[src/rtl/debug_pkg.sv]
// Shared definitions for the debug unit: host command codes, FSM state encoding
// and report framing. Also imported by host-link testbenches.
package debug_pkg;

  localparam logic [7:0] CMD_CONT   = 8'h63;  // 'c'
  localparam logic [7:0] CMD_STEP   = 8'h73;  // 's'
  localparam logic [7:0] CMD_REPORT = 8'h72;  // 'r'
  localparam logic [7:0] CMD_HALT   = 8'h68;  // 'h'

  // Index of the last byte of a report (PC, count high, count low).
  localparam logic [1:0] REPORT_LAST_IDX = 2'd2;

  typedef enum logic [2:0] {
    ST_IDLE  = 3'd0,
    ST_RUN   = 3'd1,
    ST_STEP  = 3'd2,
    ST_SEND0 = 3'd3,
    ST_SEND1 = 3'd4,
    ST_SEND2 = 3'd5
  } state_e;

  function automatic logic is_enabled_state(input state_e s);
    return (s == ST_RUN) || (s == ST_STEP);
  endfunction

endpackage

[src/rtl/report_tx.sv]
// Byte serialiser for the 3-byte status report: snapshots PC and cycle count on
// start, then presents one byte at a time under a valid/ready handshake.
module report_tx
  import debug_pkg::*;
(
  input  logic        clk,
  input  logic        rst,
  input  logic        start,
  input  logic [6:0]  pc,
  input  logic [15:0] count,
  input  logic        tx_ready,
  output logic [7:0]  tx_data,
  output logic        tx_valid,
  output logic        xfer,
  output logic        done
);

  // Handshake: a byte moves in any cycle with tx_valid=1 and tx_ready=1; while
  // tx_ready=0 the presented byte and tx_valid are held unchanged.
  logic [7:0]  pc_q, pc_d;
  logic [15:0] cnt_q, cnt_d;
  logic [1:0]  idx_q, idx_d;
  logic        valid_q, valid_d;

  always_comb begin
    pc_d    = pc_q;
    cnt_d   = cnt_q;
    idx_d   = idx_q;
    valid_d = valid_q;
    xfer    = valid_q && tx_ready;
    done    = xfer && (idx_q == REPORT_LAST_IDX);
    if (start) begin
      pc_d    = {1'b0, pc};
      cnt_d   = count;
      idx_d   = 2'd0;
      valid_d = 1'b1;
    end else if (xfer) begin
      if (done) begin
        idx_d   = 2'd0;
        valid_d = 1'b0;
      end else begin
        idx_d = idx_q + 2'd1;
      end
    end
  end

  always_ff @(posedge clk) begin
    if (rst) begin
      pc_q    <= 8'h00;
      cnt_q   <= 16'h0000;
      idx_q   <= 2'd0;
      valid_q <= 1'b0;
    end else begin
      pc_q    <= pc_d;
      cnt_q   <= cnt_d;
      idx_q   <= idx_d;
      valid_q <= valid_d;
    end
  end

  // Output byte depends only on flops, so tx_data/tx_valid have no input paths.
  always_comb begin
    tx_data = 8'h00;
    if (valid_q) begin
      case (idx_q)
        2'd0:    tx_data = pc_q;
        2'd1:    tx_data = cnt_q[15:8];
        2'd2:    tx_data = cnt_q[7:0];
        default: tx_data = 8'h00;
      endcase
    end
  end

  assign tx_valid = valid_q;

endmodule

[src/rtl/debug_unit.sv]
// Host-controlled run/step/halt controller for the pipeline, with a cycle
// counter and a serialised PC/count report sent back over the host link.
module debug_unit
  import debug_pkg::*;
(
  input  logic        clk,
  input  logic        rst,
  input  logic [7:0]  rx_data,
  input  logic        rx_valid,
  input  logic [6:0]  pc_in,
  input  logic        pipe_halt,
  output logic        pipe_enable,
  output logic [7:0]  tx_data,
  output logic        tx_valid,
  input  logic        tx_ready,
  output logic [15:0] cycle_count,
  output logic        busy,
  output state_e      dbg_state
);

  state_e      state_q, state_d;
  logic        pipe_en_q, pipe_en_d;
  logic [15:0] count_q, count_d;
  logic        start;
  logic        xfer;
  logic        done;

  always_comb begin
    state_d = state_q;
    start   = 1'b0;
    case (state_q)
      ST_IDLE: begin
        if (rx_valid) begin
          case (rx_data)
            CMD_CONT:   state_d = ST_RUN;
            CMD_STEP:   state_d = ST_STEP;
            CMD_REPORT: begin
              state_d = ST_SEND0;
              start   = 1'b1;
            end
            default:    state_d = ST_IDLE;
          endcase
        end
      end
      ST_RUN: begin
        // Halt and 'h' together still produce a single stop and one report.
        if (pipe_halt || (rx_valid && (rx_data == CMD_HALT))) begin
          state_d = ST_SEND0;
          start   = 1'b1;
        end
      end
      ST_STEP: begin
        state_d = ST_SEND0;
        start   = 1'b1;
      end
      ST_SEND0: if (xfer) state_d = ST_SEND1;
      ST_SEND1: if (xfer) state_d = ST_SEND2;
      ST_SEND2: if (done) state_d = ST_IDLE;
      default:  state_d = ST_IDLE;
    endcase
  end

  // The snapshot must include the increment of the final enabled cycle.
  always_comb begin
    pipe_en_d = is_enabled_state(state_d);
    count_d   = count_q + {15'd0, pipe_en_q};
  end

  always_ff @(posedge clk) begin
    if (rst) begin
      state_q   <= ST_IDLE;
      pipe_en_q <= 1'b0;
      count_q   <= 16'h0000;
    end else begin
      state_q   <= state_d;
      pipe_en_q <= pipe_en_d;
      count_q   <= count_d;
    end
  end

  report_tx u_report_tx (
    .clk      (clk),
    .rst      (rst),
    .start    (start),
    .pc       (pc_in),
    .count    (count_d),
    .tx_ready (tx_ready),
    .tx_data  (tx_data),
    .tx_valid (tx_valid),
    .xfer     (xfer),
    .done     (done)
  );

  assign pipe_enable = pipe_en_q;
  assign cycle_count = count_q;
  assign busy        = (state_q != ST_IDLE);
  assign dbg_state   = state_q;

endmodule
[config.mk]
export PLATFORM = sky130hd
export DESIGN_NAME = debug_unit
export DESIGN_NICKNAME = d
export VERILOG_FILES = /design/src/rtl/debug_pkg.sv /design/src/rtl/report_tx.sv /design/src/rtl/debug_unit.sv
export SDC_FILE = /design/constraint.sdc
export NUM_CORES = 1
export LEC_CHECK = 0
export CORE_UTILIZATION = 54
export DETAILED_ROUTE_END_ITERATION = 16
export MAX_ROUTING_LAYER = met4
export PLACE_DENSITY = 0.85
export SETUP_SLACK_MARGIN = 0.5
export SYNTH_ARGS = -nofsm -noshare
export SYNTH_HDL_FRONTEND = slang
export SYNTH_SLANG_ARGS = --single-unit
export TNS_END_PERCENT = 20
[constraint.sdc]
create_clock -name clk -period 4.6 [get_ports clk]
set_input_delay 0.46 -clock clk [delete_from_list [all_inputs] [get_ports clk]]
set_output_delay 0.46 -clock clk [all_outputs]
set_load 0.02 [all_outputs]
==> flow_summary.yaml <==
worst_setup_path:
  crit_type: "reg -> out"
  r2r_cells: 4
  rrSetupSlack_ns: 2.50
  worstPathRequired_ns: 4.14
  crit_path_max_fanout: 12
  start_kind: "flop"
  r2r_start: "dbg_state[0]"
  crit_path_end_kind: "output port"
  cp.arrival_ns: 2.42
  regToRegEndpoint: "u_report_tx.pc_q[4]"
die:
  chipWidth_microns: 66.1
  core_sq_um: 3800
  die_area_sq_um: 4370
  initial_core_util: 0.585
  ios: 50
  rows: 22
  die-height_microns: 66.1
cells_and_area:
  drive_gt1_frac: 0.0669
  fillCellCount: 283
  num-nets-final: 305
  final_cell_mix: "clkdlybuf4s50_1, dfxtp_1, nor2_1"
  syn_to_final_growth_pct: 28.4
  stdcell_count: 332
  antenna_cells: 0
  final_common_cell: "clkdlybuf4s50_1"
clocking:
  cts_setup_buffers: 0
  cts_htree_levels: 2
  clock_latency_ns: 0.31
  tritoncts: "yes"
  clk_path_buf_depth: 2
  cts_sinks: 46
  cts_hold_buf: 0
  path_clk_slew_ns: 0.08
  cts_root_buf: "clkbuf_8"
  numCtsBuffers: 5
  cts-resized-gates: 0
pwr:
  pwr-share-comb: 0.067
  p_total_uw: 834
  p_seq_frac: 0.491
  powerDensity_nw_per_um2: 293
  clkPwrFrac: 0.442
  vdd_drop_max_mv: 0.186
  netSwitchingFraction: 0.199
  p_int_uw: 668
  p_sw_uw: 166
  total_leakage_power_uw: 0.00105
logic_synthesis:
  synth.top_cells.by_area: "dfxtp_1, mux2i_1, o22a_1, nand2b_1, xnor2_1"
  async_flop_share: 0
  synth_warnings: 0
  dominantRegCellSynth: "dfxtp_1"
  synth_edf_count: 0
  synth_fp_nets: 262
  synthCells: 240
  ys_types: 42
  yosysSeqAreaShare: 0.415
  synth.cell_area_sq_um: 2220
  synth_top_area_cell: "dfxtp_1"
  ys_ff_latch: 46
  syn_avg_cell_area_sq_um: 9.25
  synth_top_area_frac: 0.415
worst_hold_path:
  worstHoldStart: "u_report_tx.pc_q[6]"
  min_path_cells: 2
  holdCritPathClass: "reg -> reg"
  hold_end: "u_report_tx.pc_q[6]"
timing:
  setup_viol: 0
  report.final.slew_viol_count: 0
  finalCritPeriodShare: 0.627
  clock.fmax_ghz: 0.347
  worst_slew_pin_slew_ns: 0.809
  hold_viol: 0
  rsz0062_at_grt: "false"
  period_needed_ns: 2.88
  clock-skew-final_ns: 0.00843
  setup_tns_ns: 0
  fin_hold_ws_ns: 0.483
  max_slew_margin: 0.461
detailed_routing:
  drt_pre_antenna_iters: 5
  drt_iter0_drc: 159
  detail-route-antenna-nets: 0
  vias: 1840
  vias_per_cell: 5.54
  routed_wl_microns: 4830
  wl_per_cell_microns: 14.5
  drc: 0
grt:
  antenna_found_initial: 0
  gr-total-overflow: 0
  grt_usage: 0.258
  grt_pass1_vias: 1695
  grt_pass1_wl_microns: 8280
  grt_max_degree: 24
placement:
  dp_cells: 324
  hpwlAfterDp_microns: 3540
  port_buffers: 49
  gp_congestion: 0.843
status:
  outcome: "finished clean"
run:
  max_cap_violations: 0
[power groups by stage]
stage	clock network, uW	logic, uW	registers (uW)
global placement	0	55.2	418
CTS	371	56.4	409
global route	386	61.2	410
finish	369	56.3	409
detailed placement	0	56.1	419
floorplan	0	30.9	418
[worst max path at each step]
| stage | from | to | slack, ns | depth (start not counted) |
|---|---|---|---|---|
| global route | u_report_tx.idx_q[0] | tx_data[4] | 1.54 | 5 |
| finish | u_report_tx.idx_q[0] | tx_data[4] | 1.72 | 5 |
| detailed placement | rst | u_report_tx.cnt_q[12] | 1.91 | 5 |
| CTS | u_report_tx.idx_q[0] | tx_data[4] | 1.72 | 5 |
| global placement | rst | u_report_tx.cnt_q[6] | 1.92 | 5 |
| floorplan | cycle_count[0] | u_report_tx.cnt_q[14] | 2.75 | 7 |
[worst max-delay path, stage by stage, from the launching register on]
cell             delay (ns)
dfxtp_1                0.54
nor2b_1                0.59
nand2_1                0.12
o21ai_0                0.12
and2_1                 0.16
clkdlybuf4s50_1        0.60
[flip-flops by register name, summed over array words and instances, names as in the netlist]
register / count
pipe_enable: 1
u_report_tx.tx_valid: 1
u_report_tx.pc_q: 7
u_report_tx.cnt_q: 16
dbg_state: 3
cycle_count: 16
u_report_tx.idx_q: 2
[area by class of cell]
type                    instances  area [sq um]  area share
multi-input cells             176          1210       0.426
flip-flops and latches         46           921       0.323
repair buffers                 50           498       0.175
clock buffers                   6          82.6      0.0290
clock inverters                 2          60.1      0.0211
well taps                      48          60.1      0.0211
inverters                       4          15.0     0.00527
[per-layer routing]
layer / wire [microns] / track usage / up-vias
met4: 79 / 0.0878 / 0
met5: 0 / - / -
met3: 228 / 0.0414 / 7
met2: 2170 / 0.390 / 48
met1: 2350 / 0.350 / 860
li1: - / - / 925
[through the flow]
stage	utilization	setup WS [ns]	cell area, sq um
floorplan	-	2.75	2220
global placement	0.713	1.92	2710
detailed placement	0.713	1.91	2710
CTS	0.751	1.72	2850
global route	0.751	1.54	2850
finish	0.751	1.72	2850
[cells by family after synthesis]
kind of cell,share of synthesized area
buf+inv,0.0383
flops,0.415
simple gates,0.267
compound gates,0.125
fa+ha+maj,0.0113
mux,0.0924
xor+xnor,0.0513
[synthesized netlist by cell type, types with 6 or more instances]
cell and instances:
nand3_1 6, nor2b_1 11, nor3_1 10, nor2_1 19, xnor2_1 10, and2_1 8, mux2i_1 16, dfxtp_1 46
o21ai_0 11, o22a_1 11, clkbuf_1 10, nand2b_1 15, nand2_1 16
Power figures use the tool's default switching activity.
